===== src/rtl/mips_pkg.sv =====
// rtl/mips_pkg.sv - shared fetch-state type and default PC parameters for the MIPS core
package mips_pkg;

  typedef enum logic [1:0] {
    ST_IDLE,
    ST_REQ,
    ST_HOLD,
    ST_HALTED
  } fetch_state_t;

  localparam int          DEFAULT_AW       = 32;
  localparam logic [31:0] DEFAULT_RESET_PC = 32'h0000_0000;

endpackage


===== src/rtl/pc_next_sel.sv =====
// rtl/pc_next_sel.sv - next-PC priority mux: jump over branch over sequential +1 (wraps modulo 2^AW)
module pc_next_sel
  import mips_pkg::*;
#(
  parameter int AW = DEFAULT_AW
) (
  input  logic [AW-1:0] pc,
  input  logic          jump,
  input  logic [AW-1:0] jump_target,
  input  logic          branch_taken,
  input  logic [AW-1:0] branch_target,
  output logic [AW-1:0] next_pc,
  output logic          redirect
);

  always_comb begin
    redirect = jump | branch_taken;
    if (jump) begin
      next_pc = jump_target;
    end else if (branch_taken) begin
      next_pc = branch_target;
    end else begin
      next_pc = pc + AW'(1);
    end
  end

endmodule


===== src/rtl/pc_sequencer.sv =====
// rtl/pc_sequencer.sv - fetch-gated, redirectable PC sequencer; BRANCH_DELAY_SLOT_EN defers redirects by one instruction
module pc_sequencer
  import mips_pkg::*;
#(
  parameter int          AW       = DEFAULT_AW,
  parameter logic [AW-1:0] RESET_PC = AW'(DEFAULT_RESET_PC)
) (
  input  logic          clock,
  input  logic          reset,
  output logic          imem_req,
  output logic [AW-1:0] imem_addr,
  input  logic          imem_ack,
  output logic          instr_valid,
  output logic [AW-1:0] pc_out,
  input  logic          stall,
  input  logic          branch_taken,
  input  logic [AW-1:0] branch_target,
  input  logic          jump,
  input  logic [AW-1:0] jump_target,
  input  logic          halt,
  output logic          halted
);

  fetch_state_t  state, state_nx;
  logic [AW-1:0] pc, pc_nx, pc_out_nx, sel_pc;
  logic          iv, iv_nx, redirect;
  logic          halt_q, halt_q_nx, halt_eff;
`ifdef BRANCH_DELAY_SLOT_EN
  logic          pend_valid, pend_valid_nx;
  logic [AW-1:0] pend_target, pend_target_nx, pc_inc;
  assign pc_inc = pc + AW'(1);
`endif

  pc_next_sel #(.AW(AW)) u_next_sel (
    .pc            (pc),
    .jump          (jump),
    .jump_target   (jump_target),
    .branch_taken  (branch_taken),
    .branch_target (branch_target),
    .next_pc       (sel_pc),
    .redirect      (redirect)
  );

  // halt is remembered so a one-cycle pulse still stops fetch once the in-flight request completes
  assign halt_eff    = halt | halt_q;
  assign imem_req    = (state == ST_REQ);
  assign imem_addr   = pc;
  assign instr_valid = iv;
  assign halted      = (state == ST_HALTED);

  always_comb begin
    state_nx  = state;
    pc_nx     = pc;
    pc_out_nx = pc_out;
    iv_nx     = 1'b0;
    halt_q_nx = halt_eff;
`ifdef BRANCH_DELAY_SLOT_EN
    pend_valid_nx  = pend_valid;
    pend_target_nx = pend_target;
`endif
    unique case (state)
      ST_IDLE: state_nx = ST_REQ;
      ST_REQ: begin
`ifdef BRANCH_DELAY_SLOT_EN
        if (redirect) begin
          pend_valid_nx  = 1'b1;
          pend_target_nx = sel_pc;
        end
        if (imem_ack) begin
          pc_out_nx = pc;
          iv_nx     = 1'b1;
          // the instruction just fetched is the delay slot when a redirect is pending
          if (pend_valid) begin
            pc_nx         = redirect ? sel_pc : pend_target;
            pend_valid_nx = 1'b0;
          end else begin
            pc_nx = pc_inc;
          end
          state_nx = stall ? ST_HOLD : (halt_eff ? ST_HALTED : ST_REQ);
        end
`else
        if (imem_ack || redirect) pc_nx = sel_pc;
        if (imem_ack && redirect) begin
          state_nx = halt_eff ? ST_HALTED : ST_REQ;
        end else if (imem_ack) begin
          pc_out_nx = pc;
          iv_nx     = 1'b1;
          state_nx  = stall ? ST_HOLD : (halt_eff ? ST_HALTED : ST_REQ);
        end
`endif
      end
      ST_HOLD: begin
        iv_nx = 1'b1;
`ifdef BRANCH_DELAY_SLOT_EN
        if (redirect) begin
          pend_valid_nx  = 1'b1;
          pend_target_nx = sel_pc;
        end
        if (!stall) begin
          iv_nx    = 1'b0;
          state_nx = halt_eff ? ST_HALTED : ST_REQ;
        end
`else
        if (redirect) pc_nx = sel_pc;
        if (redirect || !stall) begin
          iv_nx    = 1'b0;
          state_nx = halt_eff ? ST_HALTED : ST_REQ;
        end
`endif
      end
      ST_HALTED: state_nx = ST_HALTED;
    endcase
  end

  always_ff @(posedge clock) begin
    if (reset) begin
      state  <= ST_IDLE;
      pc     <= RESET_PC;
      pc_out <= RESET_PC;
      iv     <= 1'b0;
      halt_q <= 1'b0;
`ifdef BRANCH_DELAY_SLOT_EN
      pend_valid  <= 1'b0;
      pend_target <= RESET_PC;
`endif
    end else begin
      state  <= state_nx;
      pc     <= pc_nx;
      pc_out <= pc_out_nx;
      iv     <= iv_nx;
      halt_q <= halt_q_nx;
`ifdef BRANCH_DELAY_SLOT_EN
      pend_valid  <= pend_valid_nx;
      pend_target <= pend_target_nx;
`endif
    end
  end

endmodule

===== config.mk =====
export PLATFORM = sky130hd
export DESIGN_NAME = pc_sequencer
export DESIGN_NICKNAME = d
export VERILOG_FILES = /design/src/rtl/mips_pkg.sv /design/src/rtl/pc_next_sel.sv /design/src/rtl/pc_sequencer.sv
export SDC_FILE = /design/constraint.sdc
export NUM_CORES = 1
export LEC_CHECK = 0
export CAP_MARGIN = 15
export CORE_ASPECT_RATIO = 1.4
export CORE_MARGIN = 1.5
export CORE_UTILIZATION = 50
export CTS_BUF_LIST = sky130_fd_sc_hd__clkbuf_8
export CTS_CLUSTER_DIAMETER = 200
export DETAILED_ROUTE_END_ITERATION = 12
export PLACE_DENSITY_LB_ADDON = 0.25
export SETUP_SLACK_MARGIN = 0.05
export SYNTH_ARGS = -nofsm -noshare
export SYNTH_HDL_FRONTEND = slang
export SYNTH_SLANG_ARGS = --single-unit

===== constraint.sdc =====
create_clock -name clock -period 3.7 [get_ports clock]
set_input_delay 0.74 -clock clock [delete_from_list [all_inputs] [get_ports clock]]
set_output_delay 0.74 -clock clock [all_outputs]
set_load 0.03 [all_outputs]

==> results of run 1 <==
## logic make-up after synthesis
logic type	after synthesis	share of synthesized area
and+or+nand+nor	192	0.2546
AOI/OAI and AO/OA	165	0.2785
DFF	68	0.3570
buffers and inverters	55	0.05905
xor gates and xnor gates	7	0.01608
muxes	7	0.01837
adders and majority gates	5	0.01640
## power by group
part	internal, mW	leakage, nW	switching [mW]
Sequential	0.823	0.555	0.166
Clock	0.466	0.122	0.300
Combinational	0.395	1.21	0.535
Total	1.68	1.89	1.00
## placed cells by master, fill, tap and decap left out, types with 4 or more instances in the layout
| master | instances |
|---|---|
| nand2b_1 | 7 |
| dfxtp_1 | 68 |
| a211oi_1 | 11 |
| inv_1 | 12 |
| xor2_1 | 4 |
| nor2b_1 | 4 |
| nand3_1 | 17 |
| o211ai_1 | 4 |
| o21ai_0 | 19 |
| nor4_1 | 7 |
| o22ai_1 | 8 |
| mux2i_1 | 7 |
| nor2_1 | 26 |
| a22o_1 | 4 |
| clkdlybuf4s50_1 | 136 |
| a31oi_1 | 7 |
| buf_4 | 10 |
| nand2_1 | 91 |
| ha_1 | 5 |
| a21oi_1 | 74 |
| nand4_1 | 9 |
| clkbuf_8 | 10 |
| nor3_1 | 6 |
## path summary, 6_finish.rpt
path,from,to,cells past startpoint
min,pc_out[5]$_SDFFE_PP0P_,pc_out[5]$_SDFFE_PP0P_,2
min reg2reg,pc_out[5]$_SDFFE_PP0P_,pc_out[5]$_SDFFE_PP0P_,2
max reg2reg,state[0]$_SDFFE_PP0P_,imem_addr[5]$_SDFFE_PP0P_,7
max,state[0]$_SDFFE_PP0P_,imem_addr[5]$_SDFFE_PP0P_,7
## cell usage after synthesis (all sizes together), types with 5 or more instances
cell	n	area, um2
mux2i	7	70.07
nor2	26	97.59
a211oi	11	82.58
dfxtp	68	1361
nand2	91	341.6
ha	5	62.56
o21ai	21	105.1
nand4	10	77.57
nor3	7	40.04
nand2b	7	43.79
a21oi	74	370.4
nor4	8	65.06
a31oi	7	43.79
nand3	18	95.09
clkbuf	27	102.6
o22ai	8	50.05
buf	15	73.82
inv	13	48.79
## sequential cells by signal (all words and copies together), names as in the netlist
signal	flops
halt_q	1
imem_addr	32
instr_valid	1
pc_out	32
state	2
## worst max-delay path, stage by stage (launching register included)
cell and delay (ps):
dfxtp_1 370, inv_1 100, ha_1 600, nor2b_1 360, a22o_1 580, buf_4 340, nor2_1 70, a311oi_1 280
## layout make-up
class / count / area share
Sequential cell: 68 / 0.2498
Timing Repair Buffer: 147 / 0.2645
Inverter: 13 / 0.008955
Multi-Input combinational cell: 376 / 0.4087
Clock inverter: 6 / 0.02044
Clock buffer: 10 / 0.02526
Tap cell: 97 / 0.02227
## per-layer routing
layer	track usage	part of all wire
met5	0	0
met4	0.1667	0.031
met3	0.05923	0.072
met2	0.5424	0.51
met1	0.3683	0.39
## through the flow
step                        util  hold WS (ps)  power, mW  setup slack [ps]  cell area, um2
after floorplan                -         425.2      1.545              1517            3814
after global placement    0.7064         441.0      1.887             858.3            5200
after detailed placement  0.7064         445.4      1.913             719.6            5200
after CTS                 0.7403         456.1      2.670             948.4            5449
after global routing      0.7403         474.6      2.801             685.6            5449
final                     0.7403         457.7      2.686             909.2            5449
==> out/results.tsv, run 1 <==
metric	value	unit
crit end category	register	
1st-pass router iterations	5	
Initial Util	0.5181	
final wirelength	12820	um
Worst R2R Setup Slack	910	ps
routed length per placed instance	17.88	um
clock-pin transition on the worst setup and hold timing paths	80	ps
endpoints failing hold	0	
Req. time, crit path	3960	ps
initial antenna violation count	0	
Final min period	2791	ps
clk_lat worst skew	360	ps
Yosys cell types	67	
Synth Register Bits	68	
final net count	691	
Num CTS Buffers	9	
Startpoint Class	register	
setup TNS	0	ps
Async SR Flop Fraction	0	
Final Max Slew Viols	0	
syn avg cell area	7.643	um2
area grow syn2layout	42.88	%
die height	106.3	um
vias in the first global route	4193	
share of post-route cells with drive strength above 1	0.07097	
FF+latch area	1361	um2
pin count of the biggest net entering global routing	44	
filler cell count	570	
site row count	37	
CTS resizes	0	
Worst Hold Class	reg -> reg	
most used flip-flop cell after synthesis	dfxtp_1	
CTS sink count	68	
Worst Max-Slew Pin Slew	619.6	ps
DRC marker count from the first detailed-route iteration	456	
setup violators final	0	
multi-input gate area in the final layout	2227	um2
max_cap viols	0	
P per Cell Area	492.9	nW/um2
Final Non-Filler Cells	717	
core area	7361	um2
Tot GR Track Use	0.3154	
Critical Path AT	3050	ps
Inst Count DP	701	
I/O Pins	138	
post-CTS setup buffer count	0	
DRT antenna net count	0	
H-Tree Level Count	3	
synth warn	0	
DR vias	4364	
hpwl dp	8956	um
sequential share of the synthesized area	0.3570	
Post-Syn Nets	575	
clk_skew	8.619	ps
DRC Markers	0	
crit path kind	reg -> reg	
DIE WIDTH	76.81	um
cts hold-fix bufs	0	
IO buf count	137	
status	finished, final reports clean	
CTS max path bufs	2	
crit path max fanout	18	
Post-Syn Area	3814	um2
relative slew slack	0.5870	
clock root buffer	clkbuf_8	
Vias/cell	6.086	
RSZ-0062 raised after global routing	false	
Final Cycle Share	0.7543	
Achievable Freq	358.3	MHz
first-pass GRT wire length	20580	um
leakage dissipation	1.892	nW
die area	8168	um2
CTS tree	yes	
global route overflow	0	
EDFF count, synth	0	
Antenna diodes	0	
Post-Synthesis Cells	499	
GP Congestion	0.9170	
Peak VDD IR	0.3110	mV
No activity file was read; power rests on OpenSTA's default activity.
==> run 2: changes to the inputs <==
--- a/config.mk
+++ b/config.mk
@@ -8,7 +8,7 @@
 export CAP_MARGIN = 15
 export CORE_ASPECT_RATIO = 1.4
 export CORE_MARGIN = 1.5
-export CORE_UTILIZATION = 50
+export CORE_UTILIZATION = 46
 export CTS_BUF_LIST = sky130_fd_sc_hd__clkbuf_8
 export CTS_CLUSTER_DIAMETER = 200
 export DETAILED_ROUTE_END_ITERATION = 12
==> constraint.sdc (replaced) <==
create_clock -name clock -period 2.6 [get_ports clock]
set_input_delay 0.52 -clock clock [delete_from_list [all_inputs] [get_ports clock]]
set_output_delay 0.52 -clock clock [all_outputs]
set_load 0.03 [all_outputs]
==> run 2 against run 1 <==
Net effect: critical path depth shrank 4; die area increased by 8.4%; first-iteration DRC count decreased by 15%; core utilization down 6.0 points; sequential power increased by 39%; worst setup slack worse by 630 ps; largest cell class unchanged.
==> out/results.tsv, run 2 (same netlist as run 1, synthesis figures left out) <==
metric	value	unit
status	finished, final reports clean	
crit path max fanout	7	
Final Cycle Share	0.8936	
Antenna diodes	0	
Req. time, crit path	2080	ps
clk_skew	7.666	ps
routed length per placed instance	17.57	um
Achievable Freq	430.4	MHz
share of post-route cells with drive strength above 1	0.08976	
Worst Max-Slew Pin Slew	1028	ps
die area	8854	um2
setup violators final	0	
Critical Path AT	1800	ps
Tot GR Track Use	0.2927	
relative slew slack	0.3132	
DRC Markers	0	
Worst path max stage delay	720	ps
most frequent cells in the layout	clkdlybuf4s50_1 (136), nand2_1 (91), a21oi_1 (74)	
post-CTS setup buffer count	0	
pin count of the biggest net entering global routing	34	
hpwl dp	9077	um
first-pass GRT wire length	20380	um
initial antenna violation count	0	
clock-pin transition on the worst setup and hold timing paths	70	ps
Fin Hold WS	453.0	ps
P per Cell Area	667.5	nW/um2
Worst Hold Class	reg -> reg	
Critical Path Slowest Stage Cell	clkdlybuf4s50_1	
core area	8100	um2
Vias/cell	5.993	
Worst R2R Setup Slack	390	ps
final net count	706	
clock root buffer	clkbuf_8	
filler cell count	708	
crit end category	primary output	
endpoints failing hold	0	
most common cell after layout, fill and taps aside	clkdlybuf4s50_1	
max_cap viols	0	
CTS tree	yes	
Final Max Slew Viols	0	
RSZ-0062 raised after global routing	false	
H-Tree Level Count	3	
IO buf count	137	
DRT antenna net count	0	
GP Congestion	0.9619	
Num CTS Buffers	9	
setup TNS	0	ps
CTS sink count	68	
CTS resizes	0	
DIE WIDTH	79.96	um
Initial Util	0.4708	
CTS max path bufs	2	
cts hold-fix bufs	0	
crit path kind	reg -> out	
clk_lat worst skew	360	ps
final wirelength	12950	um
leakage dissipation	1.952	nW
1st-pass router iterations	5	
DRC marker count from the first detailed-route iteration	387	
DR vias	4417	
site row count	39	
utilization after layout	0.6806	
vias in the first global route	4162	
die height	110.7	um
area grow syn2layout	44.55	%
Peak VDD IR	0.4046	mV
global route overflow	0	
critical-path cell list	inv_1, ha_1, clkdlybuf4s50_1	
I/O Pins	138	
Final min period	2323	ps
Startpoint Class	register	
run 2: cell types whose count changed in the layout (fill, tap and decap cells not counted), sizes merged:
cell / previous run / this run
clkinvlp: 1 / 0
clkinv: 2 / 3
inv: 13 / 15
bufinv: 3 / 1
buf: 11 / 26
run 2: through the flow:
step	instance area (um2)	total power, mW	setup slack, ps	instances
detailed placement	5319	2.799	160.2	721
floorplan	3814	2.198	449.8	499
global placement	5319	2.763	78.26	721
CTS	5513	3.668	278.8	737
global route	5513	3.852	163.0	737
finish	5513	3.680	276.6	737
run 2: final timing paths:
path                                           startpoint  cells after the start                          to
worst min register to register    pc_out[13]$_SDFFE_PP0P_                      2     pc_out[13]$_SDFFE_PP0P_
worst max register to register  imem_addr[0]$_SDFFE_PP0P_                      6  imem_addr[26]$_SDFFE_PP0P_
worst max-delay path                state[1]$_SDFFE_PP0P_                      3                    imem_req
worst min-delay path              pc_out[13]$_SDFFE_PP0P_                      2     pc_out[13]$_SDFFE_PP0P_
run 2: worst max-delay path, delay by kind of cell (launching register included):
kind	cells	cell delay (ps)
DFF	1	350
adders and majority gates	1	290
buffers and inverters	2	810
run 2: routing by layer:
layer / share of wire / global-route usage / routed length (um)
met2: 0.49 / 0.4891 / 6409
met5: 0 / 0 / 0
met3: 0.082 / 0.06914 / 1065
met4: 0.034 / 0.1253 / 446
met1: 0.39 / 0.3514 / 5029
run 2: power by group:
| part | switching [mW] | internal [mW] |
|---|---|---|
| registers | 0.208 | 1.17 |
| clock network | 0.414 | 0.460 |
| logic | 0.806 | 0.620 |
run 2: final cells by class:
type / instances / area (um2) / share of cell area
multi-input combinational: 376 / 2227 / 0.4040
sequential: 68 / 1361 / 0.2469
clock inverter: 6 / 56.30 / 0.01021
tap: 102 / 127.6 / 0.02315
inverter: 13 / 48.80 / 0.008852
clock buffer: 10 / 137.6 / 0.02497
timing repair buffer: 162 / 1554 / 0.2819
==> run 3: changes to the inputs <==
--- a/config.mk
+++ b/config.mk
@@ -17,3 +17,4 @@
 export SYNTH_ARGS = -nofsm -noshare
 export SYNTH_HDL_FRONTEND = slang
 export SYNTH_SLANG_ARGS = --single-unit
+export TNS_END_PERCENT = 100
==> results of run 3 <==
No change in the layout: final DEF, timing and power equal those of run 2.
